===== src/rtl/dacx0504_spi_responder.sv =====
// SPI responder for a DACx0504-style quad DAC register map: 24-bit frames are
// shifted in on DAC_CLK, then committed to buffered DAC registers in the OPB_CLK domain.
module dacx0504_spi_responder #(
  parameter logic [15:0] DEVICE_ID   = 16'h0A14,
  parameter int unsigned SYNC_STAGES = 2
) (
  input  logic        OPB_CLK,
  input  logic        OPB_RST,
  input  logic        DAC_CLK,
  input  logic        DAC_CS_N,
  input  logic        DAC_SDI,
  output logic        DAC_SDO,
  output logic [15:0] DAC0_OUT,
  output logic [15:0] DAC1_OUT,
  output logic [15:0] DAC2_OUT,
  output logic [15:0] DAC3_OUT,
  output logic [15:0] GAIN_REG,
  output logic [15:0] CONFIG_REG,
  output logic        FRAME_DONE,
  output logic        FRAME_ERR
);

  localparam int unsigned FRAME_BITS = 24;
  localparam int unsigned CNT_W      = 5;
  localparam int unsigned CNT_SAT    = FRAME_BITS + 1;
  localparam int unsigned ARM_MAX    = SYNC_STAGES + 1;
  localparam int unsigned ARM_W      = $clog2(ARM_MAX + 1);

  typedef enum logic [1:0] {IDLE, SHIFT, COMMIT} state_t;

  state_t                  state, state_d;
  logic [SYNC_STAGES-1:0]  clk_sync, cs_sync, sdi_sync;
  logic                    clk_s, cs_s, sdi_s, clk_prev, cs_prev;
  logic                    clk_fall, clk_rise, cs_fall, cs_rise;
  logic [ARM_W-1:0]        arm_cnt;
  logic                    armed;
  logic [CNT_W-1:0]        cnt, cnt_d;
  logic [FRAME_BITS-1:0]   sin, sin_d, sout, sout_d, rb_latch;
  logic                    sdo_d, done_d, err_d;

  logic                    rw;
  logic [3:0]              addr;
  logic [15:0]             data, rd_data;
  logic [2:0]              frame_unused;

  logic [3:0]              sync_reg;
  logic [15:0]             config_reg, gain_reg, brdcast_reg;
  logic [15:0]             dac_buf [4];
  logic [15:0]             dac_out [4];

  // Input synchronizers, preset to the idle bus levels
  always_ff @(posedge OPB_CLK or posedge OPB_RST) begin
    if (OPB_RST) begin
      clk_sync <= '0;
      cs_sync  <= '1;
      sdi_sync <= '0;
      clk_prev <= 1'b0;
      cs_prev  <= 1'b1;
    end else begin
      clk_sync <= {clk_sync[SYNC_STAGES-2:0], DAC_CLK};
      cs_sync  <= {cs_sync[SYNC_STAGES-2:0], DAC_CS_N};
      sdi_sync <= {sdi_sync[SYNC_STAGES-2:0], DAC_SDI};
      clk_prev <= clk_s;
      cs_prev  <= cs_s;
    end
  end

  assign clk_s    = clk_sync[SYNC_STAGES-1];
  assign cs_s     = cs_sync[SYNC_STAGES-1];
  assign sdi_s    = sdi_sync[SYNC_STAGES-1];
  assign clk_fall = clk_prev & ~clk_s;
  assign clk_rise = ~clk_prev & clk_s;
  assign cs_rise  = ~cs_prev & cs_s;
  assign cs_fall  = armed & cs_prev & ~cs_s;

  // Frame start is only accepted once CS has been genuinely high after reset,
  // so a frame interrupted by reset is not picked up halfway through.
  always_ff @(posedge OPB_CLK or posedge OPB_RST) begin
    if (OPB_RST) begin
      arm_cnt <= '0;
    end else if (!cs_s) begin
      arm_cnt <= '0;
    end else if (arm_cnt != ARM_W'(ARM_MAX)) begin
      arm_cnt <= arm_cnt + ARM_W'(1);
    end
  end

  assign armed = (arm_cnt == ARM_W'(ARM_MAX));

  // Frame state and shift registers
  always_ff @(posedge OPB_CLK or posedge OPB_RST) begin
    if (OPB_RST) begin
      state      <= IDLE;
      cnt        <= '0;
      sin        <= '0;
      sout       <= '0;
      DAC_SDO    <= 1'b0;
      FRAME_DONE <= 1'b0;
      FRAME_ERR  <= 1'b0;
    end else begin
      state      <= state_d;
      cnt        <= cnt_d;
      sin        <= sin_d;
      sout       <= sout_d;
      DAC_SDO    <= sdo_d;
      FRAME_DONE <= done_d;
      FRAME_ERR  <= err_d;
    end
  end

  always_comb begin
    state_d = state;
    cnt_d   = cnt;
    sin_d   = sin;
    sout_d  = sout;
    done_d  = 1'b0;
    err_d   = 1'b0;
    case (state)
      IDLE: begin
        if (cs_fall) begin
          state_d = SHIFT;
          cnt_d   = '0;
          sin_d   = '0;
          sout_d  = rb_latch;
        end
      end
      SHIFT: begin
        if (cs_rise) begin
          if (cnt == CNT_W'(FRAME_BITS)) begin
            state_d = COMMIT;
            done_d  = 1'b1;
          end else begin
            state_d = IDLE;
            err_d   = 1'b1;
          end
        end else begin
          if (clk_fall) begin
            sin_d = {sin[FRAME_BITS-2:0], sdi_s};
            if (cnt != CNT_W'(CNT_SAT)) cnt_d = cnt + CNT_W'(1);
          end
          if (clk_rise) sout_d = {sout[FRAME_BITS-2:0], 1'b0};
        end
      end
      COMMIT:  state_d = IDLE;
      default: state_d = IDLE;
    endcase
    sdo_d = (state_d == SHIFT) ? sout_d[FRAME_BITS-1] : 1'b0;
  end

  assign rw           = sin[23];
  assign frame_unused = sin[22:20];
  assign addr         = sin[19:16];
  assign data         = sin[15:0];

  // Readback mux; DAC addresses return the buffer, not the active output
  always_comb begin
    rd_data = '0;
    case (addr)
      4'h1:                      rd_data = DEVICE_ID;
      4'h2:                      rd_data = {12'h000, sync_reg};
      4'h3:                      rd_data = config_reg;
      4'h4:                      rd_data = gain_reg;
      4'h6:                      rd_data = brdcast_reg;
      4'h8, 4'h9, 4'hA, 4'hB:    rd_data = dac_buf[addr[1:0]];
      default:                   rd_data = '0;
    endcase
  end

  // Register file, applied in the single COMMIT cycle
  always_ff @(posedge OPB_CLK or posedge OPB_RST) begin
    if (OPB_RST) begin
      rb_latch    <= '0;
      sync_reg    <= '0;
      config_reg  <= '0;
      gain_reg    <= '0;
      brdcast_reg <= '0;
      for (int n = 0; n < 4; n++) begin
        dac_buf[n] <= '0;
        dac_out[n] <= '0;
      end
    end else if (state == COMMIT) begin
      if (rw) begin
        rb_latch <= {1'b1, 3'b000, addr, rd_data};
      end else begin
        rb_latch <= '0;
        case (addr)
          4'h2: sync_reg   <= data[3:0];
          4'h3: config_reg <= data;
          4'h4: gain_reg   <= data;
          4'h5: begin
            if (data[3:0] == 4'hA) begin
              sync_reg    <= '0;
              config_reg  <= '0;
              gain_reg    <= '0;
              brdcast_reg <= '0;
              for (int n = 0; n < 4; n++) begin
                dac_buf[n] <= '0;
                dac_out[n] <= '0;
              end
            end else if (data[4]) begin
              for (int n = 0; n < 4; n++) begin
                if (sync_reg[n]) dac_out[n] <= dac_buf[n];
              end
            end
          end
          4'h6: begin
            brdcast_reg <= data;
            for (int n = 0; n < 4; n++) begin
              dac_buf[n] <= data;
              if (!sync_reg[n]) dac_out[n] <= data;
            end
          end
          4'h8, 4'h9, 4'hA, 4'hB: begin
            dac_buf[addr[1:0]] <= data;
            if (!sync_reg[addr[1:0]]) dac_out[addr[1:0]] <= data;
          end
          default: ;
        endcase
      end
    end
  end

  assign DAC0_OUT   = dac_out[0];
  assign DAC1_OUT   = dac_out[1];
  assign DAC2_OUT   = dac_out[2];
  assign DAC3_OUT   = dac_out[3];
  assign GAIN_REG   = gain_reg;
  assign CONFIG_REG = config_reg;

endmodule


===== config.mk =====
export PLATFORM = sky130hd
export DESIGN_NAME = dacx0504_spi_responder
export DESIGN_NICKNAME = d
export VERILOG_FILES = /design/src/rtl/dacx0504_spi_responder.sv
export SDC_FILE = /design/constraint.sdc
export NUM_CORES = 1
export LEC_CHECK = 0
export ABC_AREA = 1
export BUFFER_PORTS_ARGS = -buffer_cell sky130_fd_sc_hd__buf_2
export CORE_MARGIN = 4
export CORE_UTILIZATION = 40
export CTS_BUF_LIST = sky130_fd_sc_hd__clkbuf_4
export CTS_CLUSTER_SIZE = 24
export DETAILED_ROUTE_END_ITERATION = 8
export PLACE_DENSITY = 0.59
export REMOVE_ABC_BUFFERS = 1
export SLEW_MARGIN = 0
export SYNTH_ARGS = -nofsm -noshare
export SYNTH_HDL_FRONTEND = slang
export SYNTH_SLANG_ARGS = --single-unit

===== constraint.sdc =====
create_clock -name OPB_CLK -period 8.8 [get_ports OPB_CLK]
set_input_delay 1.32 -clock OPB_CLK [delete_from_list [all_inputs] [get_ports OPB_CLK]]
set_output_delay 1.32 -clock OPB_CLK [all_outputs]
set_load 0.03 [all_outputs]

==> results of run 1 <==
-- cells in the final DEF (no fill, tap or decap), drive strengths merged, types with 16 or more instances in the layout --
master  count
nand2     638
dfrtp     266
o21ai     252
inv       215
nand3     182
clkbuf    121
buf       118
nor2       66
o22ai      42
nand4      42
a21oi      41
o211ai     39
or2        16
-- cells in the mapped netlist (30+ instances only) --
cell type,n
a21oi_1,37
buf_2,42
clkbuf_1,44
dfrtp_1,266
inv_1,202
nand2_1,633
nand3_1,177
nand4_1,42
nor2_1,55
o211ai_1,38
o21ai_0,218
o21ai_1,30
o22ai_1,42
-- worst paths after layout --
| path | startpoint | end | slack [ns] | cells after the start |
|---|---|---|---|---|
| max | sin[17] | dac_buf[42] | 4.43 | 8 |
| min | clk_sync[0] | clk_sync[1] | 0.34 | 0 |
| max reg2reg | sin[17] | dac_buf[42] | 4.43 | 8 |
| min reg2reg | clk_sync[0] | clk_sync[1] | 0.34 | 0 |
| max in group asynchronous | OPB_RST | dac_buf[57] | 6.74 | 3 |
| min in group asynchronous | OPB_RST | DAC0_OUT[15] | 0.77 | 2 |
-- stage by stage --
step	area [um2]	hold WS, ns
after floorplan	13900	0.331
after global placement	15100	0.336
after detailed placement	15100	0.336
after CTS	16100	0.345
after global routing	16100	0.360
final	16100	0.336
-- kinds of logic after synthesis --
| logic type | synth area share |
|---|---|
| buffers and inverters | 0.0947 |
| adder cells (fa/ha/maj) | 0.00347 |
| XOR/XNOR | 0.00182 |
| AND/OR/NAND/NOR | 0.288 |
| flip-flops | 0.466 |
| AO/OA/AOI/OAI | 0.146 |
-- final cells by class --
| cell class | count | area (um2) |
|---|---|---|
| fillers | 3680 | 19400 |
| well taps | 461 | 577 |
| inverters | 213 | 815 |
| flip-flops and latches | 269 | 6740 |
| diodes | 3 | 7.51 |
| clock buffers | 121 | 908 |
| clock inverters | 18 | 93.8 |
| repair buffers | 118 | 641 |
| multi-input cells | 1336 | 6370 |
-- power groups by stage --
| stage | sequential (uW) | combinational [uW] | clock [uW] |
|---|---|---|---|
| 5_1_grt | 1270 | 151 | 1310 |
| 3_3_place_gp | 1290 | 130 | 0 |
| 4_1_cts | 1260 | 133 | 1250 |
| 3_5_place_dp | 1290 | 133 | 0 |
| 6_report | 1260 | 131 | 1210 |
| 2_1_floorplan | 1290 | 86.3 | 0 |
-- worst register-to-register path: stages, from the launching register on --
cell and delay, ns:
dfrtp_1 0.62, inv_4 0.14, nor2_8 0.69, nand2_4 0.69, nand3_2 0.26, inv_2 0.20, nor2_4 0.54, buf_4 0.80
o21ai_0 0.27
-- routing by layer --
layer,global-route usage,up-vias
met1,0.347,6539
met4,0.0961,0
met3,0.0473,121
li1,-,6536
met2,0.371,560
met5,0,-
==> metrics.md, run 1 <==
| Metric | Value |
|---|---|
| Min-Delay Path Class | `flip-flop to flip-flop` |
| Syn avg cell area | `7.49 um2` |
| Share of layout cells above drive strength 1 | `0.147` |
| Post-Route Setup TNS | `0 ns` |
| Syn Std Cell Area | `~14000 um2` |
| Switching Share | `0.262` |
| DR WL/cell | `about 19 um` |
| Vias post-DR | `around 14000` |
| Vias in the first global route | `about 13000` |
| Number of port buffers | `approximately 100` |
| Top_reg_cell synth | `dfrtp_1` |
| Fin util | `0.454` |
| Final setup viols | `0` |
| Seq pwr share | `0.485` |
| Die area | `39200 um2` |
| Clk buf depth | `3` |
| Nets | `~2000` |
| CTS clock-pin slew for the worst setup and hold paths | `0.08 ns` |
| Final cell count without fillers | `about 2500` |
| Setup ws final | `around 4.4 ns` |
| Place WS | `approximately 4.5 ns` |
| CTS tree | `done` |
| CTS H-Tree Depth | `3` |
| Largest net degree at the start of global routing | `~150` |
| Via density | `roughly 5.4` |
| CTS root buffer | `clkbuf_4` |
| Post-Route WL | `~48000 um` |
| Synth unique cells | `39` |
| Final-report max-slew violation count | `0` |
| Global placer's final weighted congestion | `between 0.8 and 0.9` |
| Synth async-reset ratio | `1.00` |
| CTS Buf Count | `between 70 and 80` |
| Met2 WL | `about 21000 um` |
| Placed Cells | `2397` |
| Flip-flop count of the largest register after layout | `64` |
| Crit-path cells | `inv_4, nor2_8, nand2_4, nand3_2, inv_2, nor2_4, buf_4, o21ai_0` |
| Slew @ Worst Pin | `approximately 1.3 ns` |
| Overflow after GRT | `0` |
| Final hold violation count | `0` |
| WS Path Type | `flip-flop to flip-flop` |
| Synth top area share | `0.461` |
| Slew headroom | `0.122` |
| Number of setup buffers added after CTS | `0` |
| Initial drt markers | `about 1100` |
| Top flop regs | `dac_buf: 64 flops, sin: 24 flops, sout: 24 flops` |
| Post-CTS resize count | `0` |
| Synthesized flop and latch total | `~270` |
| Pre-antenna DRT Iters | `6` |
| Initial Util | `0.406` |
| Top reg by flops | `dac_buf` |
| Cell Rows | `69` |
| Crit path launch type | `flip-flop` |
| Uppermost layer routed | `met4` |
| Clock power share | `0.465` |
| Synth-to-Final Area Change | `11.8%` |
| Synth area leader | `dfrtp_1` |
| Clock Latency Late Sink | `0.75 ns` |
| Net switching power | `about 680 uW` |
| Slowest cell on crit path | `buf_4` |
| CTS sink cnt | `roughly 270` |
| Critical path data arrival time | `about 5 ns` |
| Die height | `198 um` |
| Highest clock rate | `~230 MHz` |
| Synth area leaders | `dfrtp_1, nand2_1, o21ai_0` |
| Hold Buf Count CTS | `0` |
| Delay-heaviest family, CP | `simple AND/OR/NAND/NOR gates` |
| Number of synthesized flops with an enable pin | `0` |
| Met3 routed WL | `approximately 3900 um` |
| Die X | `~200 um` |
| Unrepaired setup endpoints after global routing | `no` |
| PD cells | `around 160 nW/um2` |
| DRC | `0` |
| Ys Warns | `0` |
| Outcome | `completed` |
| Initial antenna violation count | `2` |
| Max incr delay on CP | `about 0.80 ns` |
| Peak supply drop | `between 0.09 and 0.1 mV` |
| Tmin final | `between 4 and 5 ns` |
| P_int | `between 1500 and 2000 uW` |
| Top Ports | `between 100 and 150` |
| Core area | `35600 um2` |
| First-pass GRT wire length | `75500 um` |
| HPWL Detailed | `approximately 29000 um` |
| Maxcap violations | `0` |
| Leakage power | `0.00814 uW` |
| Worst path required time | `around 9.4 ns` |
| Fin crit share | `0.496` |
| Clk_skew | `0.0430 ns` |
| Crit path max fanout | `between 80 and 90` |
| Metal-1 WL | `approximately 21000 um` |
| Sequential area share after synthesis | `0.466` |
| CP bufs+invs | `3` |
| Setup crit end kind | `flip-flop` |
| Synthesized instance count | `between 1500 and 2000` |
| Comb pwr share | `0.050` |
| Total power | `2610 uW` |
| Final ANT Viol Nets | `0` |
| Total GRT Usage | `0.245` |
Power figures use the tool's default switching activity.
==> inputs of run 2 (changes only) <==
- PLACE_DENSITY: 0.59 -> 0.57
- clock period: 8.8 -> 4.3 ns (I/O delays scaled with it)
==> run 2 against run 1 <==
Compared with the run above:
- design area up 0.68%
- combinational power up 110%
- critical path depth up 2
- fmax up 46%
- routed wire length up 2.4%
- clock-buffer cell count down 4
- die area unchanged
==> metrics.md, run 2 (synthesis results as in run 1) <==
| Metric | Value |
|---|---|
| Outcome | `completed` |
| Seq pwr share | `0.486` |
| Commonest non-fill, non-tap cell in the layout | `nand2_1` |
| Worst path required time | `about 5 ns` |
| CTS Buf Count | `slightly above 80` |
| Cell Rows | `just under 70` |
| Final hold violation count | `0` |
| Number of setup buffers added after CTS | `0` |
| Hold path depth | `0` |
| Slew @ Worst Pin | `around 1.0 ns` |
| Reg area | `6740 um2` |
| Maxcap violations | `0` |
| Layout Cell Area excl Fill | `16300 um2` |
| Max incr delay on CP | `about 0.6 ns` |
| Area taken by multi-input logic gates | `6360 um2` |
| Die X | `between 150 and 200 um` |
| Number of port buffers | `just over 100` |
| Pre-antenna DRT Iters | `6` |
| Global placer's final weighted congestion | `~0.9` |
| Initial drt markers | `1126` |
| FF-to-FF Start | `sin[17]` |
| Flop2flop setup slack | `roughly 1.3 ns` |
| Via density | `5.42` |
| Synth-to-Final Area Change | `12.6%` |
| Area after DPL | `between 15000 and 20000 um2` |
| Top Ports | `~100` |
| Clock Latency Late Sink | `0.75 ns` |
| Peak supply drop | `0.178 mV` |
| PD cells | `around 330 nW/um2` |
| P_int | `3910 uW` |
| Total GRT Usage | `0.251` |
| Fin crit share | `0.695` |
| Crit-path cells | `inv_4, nor2_8, nand2_4, nand2_1, nor2_2, buf_4, nand2_1, nand2_1, nand3_1, nand2_1` |
| Share of layout cells above drive strength 1 | `0.152` |
| Net switching power | `~1400 uW` |
| Die area | `39200 um2` |
| Die height | `about 200 um` |
| Setup crit end kind | `flip-flop` |
| Final cell count without fillers | `~2500` |
| Hold EP | `clk_sync[1]` |
| Final ANT Viol Nets | `0` |
| Unrepaired setup endpoints after global routing | `no` |
| Slew headroom | `0.302` |
| CTS H-Tree Depth | `3` |
| Final setup viols | `0` |
| # fillers | `between 3000 and 4000` |
| Core area | `between 30000 and 40000 um2` |
| Flip-flop count of the largest register after layout | `between 60 and 70` |
| First-pass GRT wire length | `about 77000 um` |
| CTS clock-pin slew for the worst setup and hold paths | `roughly 0.070 ns` |
| Clock power share | `0.464` |
| Top flop regs | `dac_buf: 64 flops, sin: 24 flops, sout: 24 flops` |
| Worst Reg2Reg Path Length in Cells | `10` |
| Post-CTS resize count | `0` |
| Leakage power | `0.00819 uW` |
| WS Path Type | `flip-flop to flip-flop` |
| CTS tree | `done` |
| Final-report max-slew violation count | `0` |
| Top reg by flops | `dac_buf` |
| Cell mode on critical path | `nand2_1` |
| Nets | `approximately 2000` |
| Clk_skew | `~0.032 ns` |
| Slowest cell on crit path | `nand2_4` |
| Overflow after GRT | `0` |
| Critical path data arrival time | `3.67 ns` |
| Highest clock rate | `335 MHz` |
| CTS sink cnt | `~270` |
| Min-Delay Path Class | `flip-flop to flip-flop` |
| Initial Util | `0.406` |
| DR WL/cell | `just under 20 um` |
| Comb pwr share | `0.051` |
| Vias in the first global route | `between 10000 and 15000` |
| Initial antenna violation count | `2` |
| Vias post-DR | `approximately 14000` |
| Placed Cells | `between 2000 and 2500` |
| Switching Share | `0.266` |
| RR Endpoint | `DAC3_OUT[3]` |
| Largest net degree at the start of global routing | `between 100 and 150` |
| Tmin final | `around 3.0 ns` |
| DRC | `0` |
| Crit path max fanout | `51` |
| Most frequent cells in the layout | `nand2_1, dfrtp_1, o21ai_0` |
| Hold Buf Count CTS | `4` |
| Post-Route WL | `slightly below 50000 um` |
| HP Start | `clk_sync[0]` |
| CTS root buffer | `clkbuf_4` |
| Clk buf depth | `3` |
| Crit path launch type | `flip-flop` |
| HPWL Detailed | `about 30000 um` |
[run 2: cell types whose count changed in the layout (fill, tap and decap cells not counted), sizes merged]
cell         before  now
clkbuf          121  117
buf             118  128
dlygate4sd3       0    4
diode             3    2
clkinvlp          0    3
clkinv           15   12
[run 2: how the worst max path moves through the flow]
stage	start	endpoint	slack (ns)	cells after the start
floorplan	OPB_RST	CONFIG_REG[0]	-3.75	1
global placement	sin[17]	DAC0_OUT[4]	1.37	10
detailed placement	sin[17]	DAC0_OUT[4]	1.34	10
CTS	sin[17]	DAC0_OUT[4]	1.34	10
global route	sin[17]	DAC0_OUT[14]	1.11	10
finish	sin[17]	DAC3_OUT[3]	1.31	10
[run 2: metrics by stage]
stage                     utilization  hold WS (ns)  total power, uW  setup TNS [ns]  setup WS, ns
after floorplan                     -         0.331             2810        -1002.52         -3.75
after global placement          0.428         0.334             2900               0          1.37
after detailed placement        0.428         0.336             2910               0          1.34
after CTS                       0.457         0.333             5410               0          1.34
after global routing            0.457         0.330             5580               0          1.11
final                           0.457         0.328             5330               0          1.31
[run 2: per-layer routing]
metal / vias up / part of all wire / routed length, um / track usage
met4: 0 / 0.035 / 1720 / 0.0984
met2: 503 / 0.45 / 22200 / 0.391
met1: 6652 / 0.44 / 21600 / 0.345
met3: 111 / 0.071 / 3490 / 0.0507
li1: 6542 / - / - / -
met5: - / 0 / 0 / 0
[run 2: power groups by stage]
stage	registers (uW)	logic (uW)	clock network [uW]
CTS	2590	275	2550
global placement	2630	271	0
finish	2590	269	2470
floorplan	2630	177	0
global route	2590	307	2690
detailed placement	2630	271	0
[run 2: cell type report]
| cell class | count | area share |
|---|---|---|
| clock inverters | 18 | 0.00685 |
| multi-input cells | 1336 | 0.391 |
| diodes | 2 | 0.000308 |
| clock buffers | 117 | 0.0540 |
| inverters | 213 | 0.0501 |
| repair buffers | 132 | 0.0480 |
| flip-flops and latches | 269 | 0.414 |
| well taps | 461 | 0.0355 |
[run 2: worst max-delay path, delay by kind of cell (launching register included)]
| family | cells | cell delay, ns |
|---|---|---|
| simple gates | 8 | 1.72 |
| flops | 1 | 0.54 |
| buf+inv | 2 | 0.64 |
==> inputs of run 3 (changes only) <==
- PLACE_DENSITY: 0.57 -> 0.59
- clock period: 4.3 -> 2.6 ns (I/O delays scaled with it)
==> run 3 against run 2 <==
Compared with the run above:
- register-to-register slack got worse by 1.1 ns
- hold slack got worse by 0.031 ns
- sequential power rose by 66%
- combinational power rose by 74%
- power rose by 66%
- clock skew rose by 0.022 ns
- global-route usage barely moved
- largest cell class unchanged
- largest power group unchanged
==> metrics.md, run 3 (synthesis results as in run 1) <==
| Metric | Value |
|---|---|
| Outcome | `completed` |
| CTS sink cnt | `269` |
| Flip-flop count of the largest register after layout | `64` |
| Leakage power | `0.00833 uW` |
| Top flop regs | `dac_buf: 64 flops, sin: 24 flops, sout: 24 flops` |
| Post-Route WL | `approximately 49000 um` |
| Pre-antenna DRT Iters | `7` |
| First-pass GRT wire length | `between 70000 and 80000 um` |
| CTS clock-pin slew for the worst setup and hold paths | `0.07 ns` |
| DR WL/cell | `about 19 um` |
| Slew @ Worst Pin | `~0.95 ns` |
| Synth-to-Final Area Change | `14.4%` |
| Worst path required time | `3.20 ns` |
| Most frequent cells in the layout | `nand2_1, dfrtp_1, o21ai_0` |
| Largest net degree at the start of global routing | `90` |
| WHS | `0.296 ns` |
| Peak supply drop | `0.464 mV` |
| Total power | `approximately 9000 uW` |
| Final hold violation count | `0` |
| Nets | `approximately 2100` |
| Final ANT Viol Nets | `0` |
| PD cells | `536 nW/um2` |
| Vias post-DR | `~14000` |
| Final-report max-slew violation count | `0` |
| Crit path launch type | `flip-flop` |
| Via density | `between 5 and 6` |
| CTS H-Tree Depth | `3` |
| Clk_skew | `about 0.054 ns` |
| Cell Rows | `between 60 and 70` |
| Initial Util | `0.406` |
| Number of setup buffers added after CTS | `0` |
| Placed Cells | `~2400` |
| Die X | `just under 200 um` |
| Global placer's final weighted congestion | `~0.90` |
| Tmin final | `~2.3 ns` |
| Initial drt markers | `~1100` |
| HPWL Detailed | `30900 um` |
| Maxcap violations | `0` |
| Fin crit share | `0.904` |
| Crit path max fanout | `16` |
| Final setup viols | `0` |
| Final cell count without fillers | `about 2600` |
| CTS root buffer | `clkbuf_4` |
| Highest clock rate | `426 MHz` |
| Slew headroom | `0.367` |
| Min-Delay Path Class | `primary input to flip-flop` |
| Die area | `around 39000 um2` |
| Top Ports | `104` |
| DRC | `0` |
| Top reg by flops | `dac_buf` |
| Unrepaired setup endpoints after global routing | `no` |
| Initial antenna violation count | `2` |
| Vias in the first global route | `~14000` |
| Clk buf depth | `3` |
| Setup crit end kind | `flip-flop` |
| CTS tree | `done` |
| Overflow after GRT | `0` |
| Total GRT Usage | `0.251` |
| Critical path data arrival time | `about 3.0 ns` |
| Number of port buffers | `~100` |
| Clock Latency Late Sink | `0.76 ns` |
| WS Path Type | `flip-flop to flip-flop` |
| Share of layout cells above drive strength 1 | `0.158` |
| Die height | `~200 um` |
| Core area | `roughly 36000 um2` |
| CTS Buf Count | `about 80` |
| Post-Route Setup TNS | `0 ns` |
| Commonest non-fill, non-tap cell in the layout | `nand2_1` |
-- run 3: cell types whose count changed in the layout (fill, tap and decap cells not counted), sizes merged, moves of 2 or more --
cell	previous run	this run
bufinv	1	3
buf	128	152
inv	215	217
clkinv	12	19
clkbuf	117	107
clkinvlp	3	0
-- run 3: timing repair --
action	CTS	global route
hold buffers	4	0
endpoints found under the hold margin	77	0
gates resized for setup	0	0
-- run 3: stage by stage --
stage                     worst slack (ns)  area, um2   util
after detailed placement             0.337      15500  0.436
after floorplan                      -5.20      13900      -
after global routing                 0.163      16500  0.465
after CTS                            0.273      16500  0.464
after global placement               0.407      15500  0.436
final                                0.250      16500  0.465
-- run 3: cell type report --
class | instances | area [um2]
diodes | 3 | 7.51
clock buffers | 107 | 803
clock inverters | 26 | 183
fillers | 3669 | 19000
inverters | 213 | 815
multi-input cells | 1336 | 6360
flip-flops and latches | 269 | 6740
well taps | 461 | 577
repair buffers | 156 | 1050
-- run 3: worst max-delay path, stage by stage (launching register included) --
cell     delay [ns]
dfrtp_1        0.67
inv_4          0.13
nor2_8         0.13
nand2_2        0.11
nand3_2        0.11
inv_2          0.17
nor2_8         0.23
nand3_4        0.39
nand2_1        0.19
nand2_1        0.06
-- run 3: path summary, 6_finish.rpt --
| path | cells after the start | end | slack, ns | startpoint |
|---|---|---|---|---|
| max | 9 | DAC0_OUT[14] | 0.25 | sin[16] |
| min | 2 | cs_sync[0] | 0.30 | DAC_CS_N |
| max reg2reg | 9 | DAC0_OUT[14] | 0.25 | sin[16] |
| min reg2reg | 0 | sdi_sync[1] | 0.35 | sdi_sync[0] |
| max in group asynchronous | 4 | cs_prev | 1.54 | OPB_RST |
| min in group asynchronous | 3 | CONFIG_REG[8] | 0.31 | OPB_RST |
-- run 3: metal layers --
metal,part of all wire,track usage,up-vias
li1,-,-,6608
met1,0.44,0.339,6762
met2,0.46,0.399,497
met3,0.071,0.0541,106
met4,0.031,0.0941,0
met5,0,0,-
-- run 3: where the power goes --
group | internal [uW] | switching, uW | leakage (uW)
registers | 4230 | 56.0 | 0.00373
clock network | 2200 | 1910 | 0.000586
logic | 103 | 365 | 0.00401
total | 6530 | 2330 | 0.00833
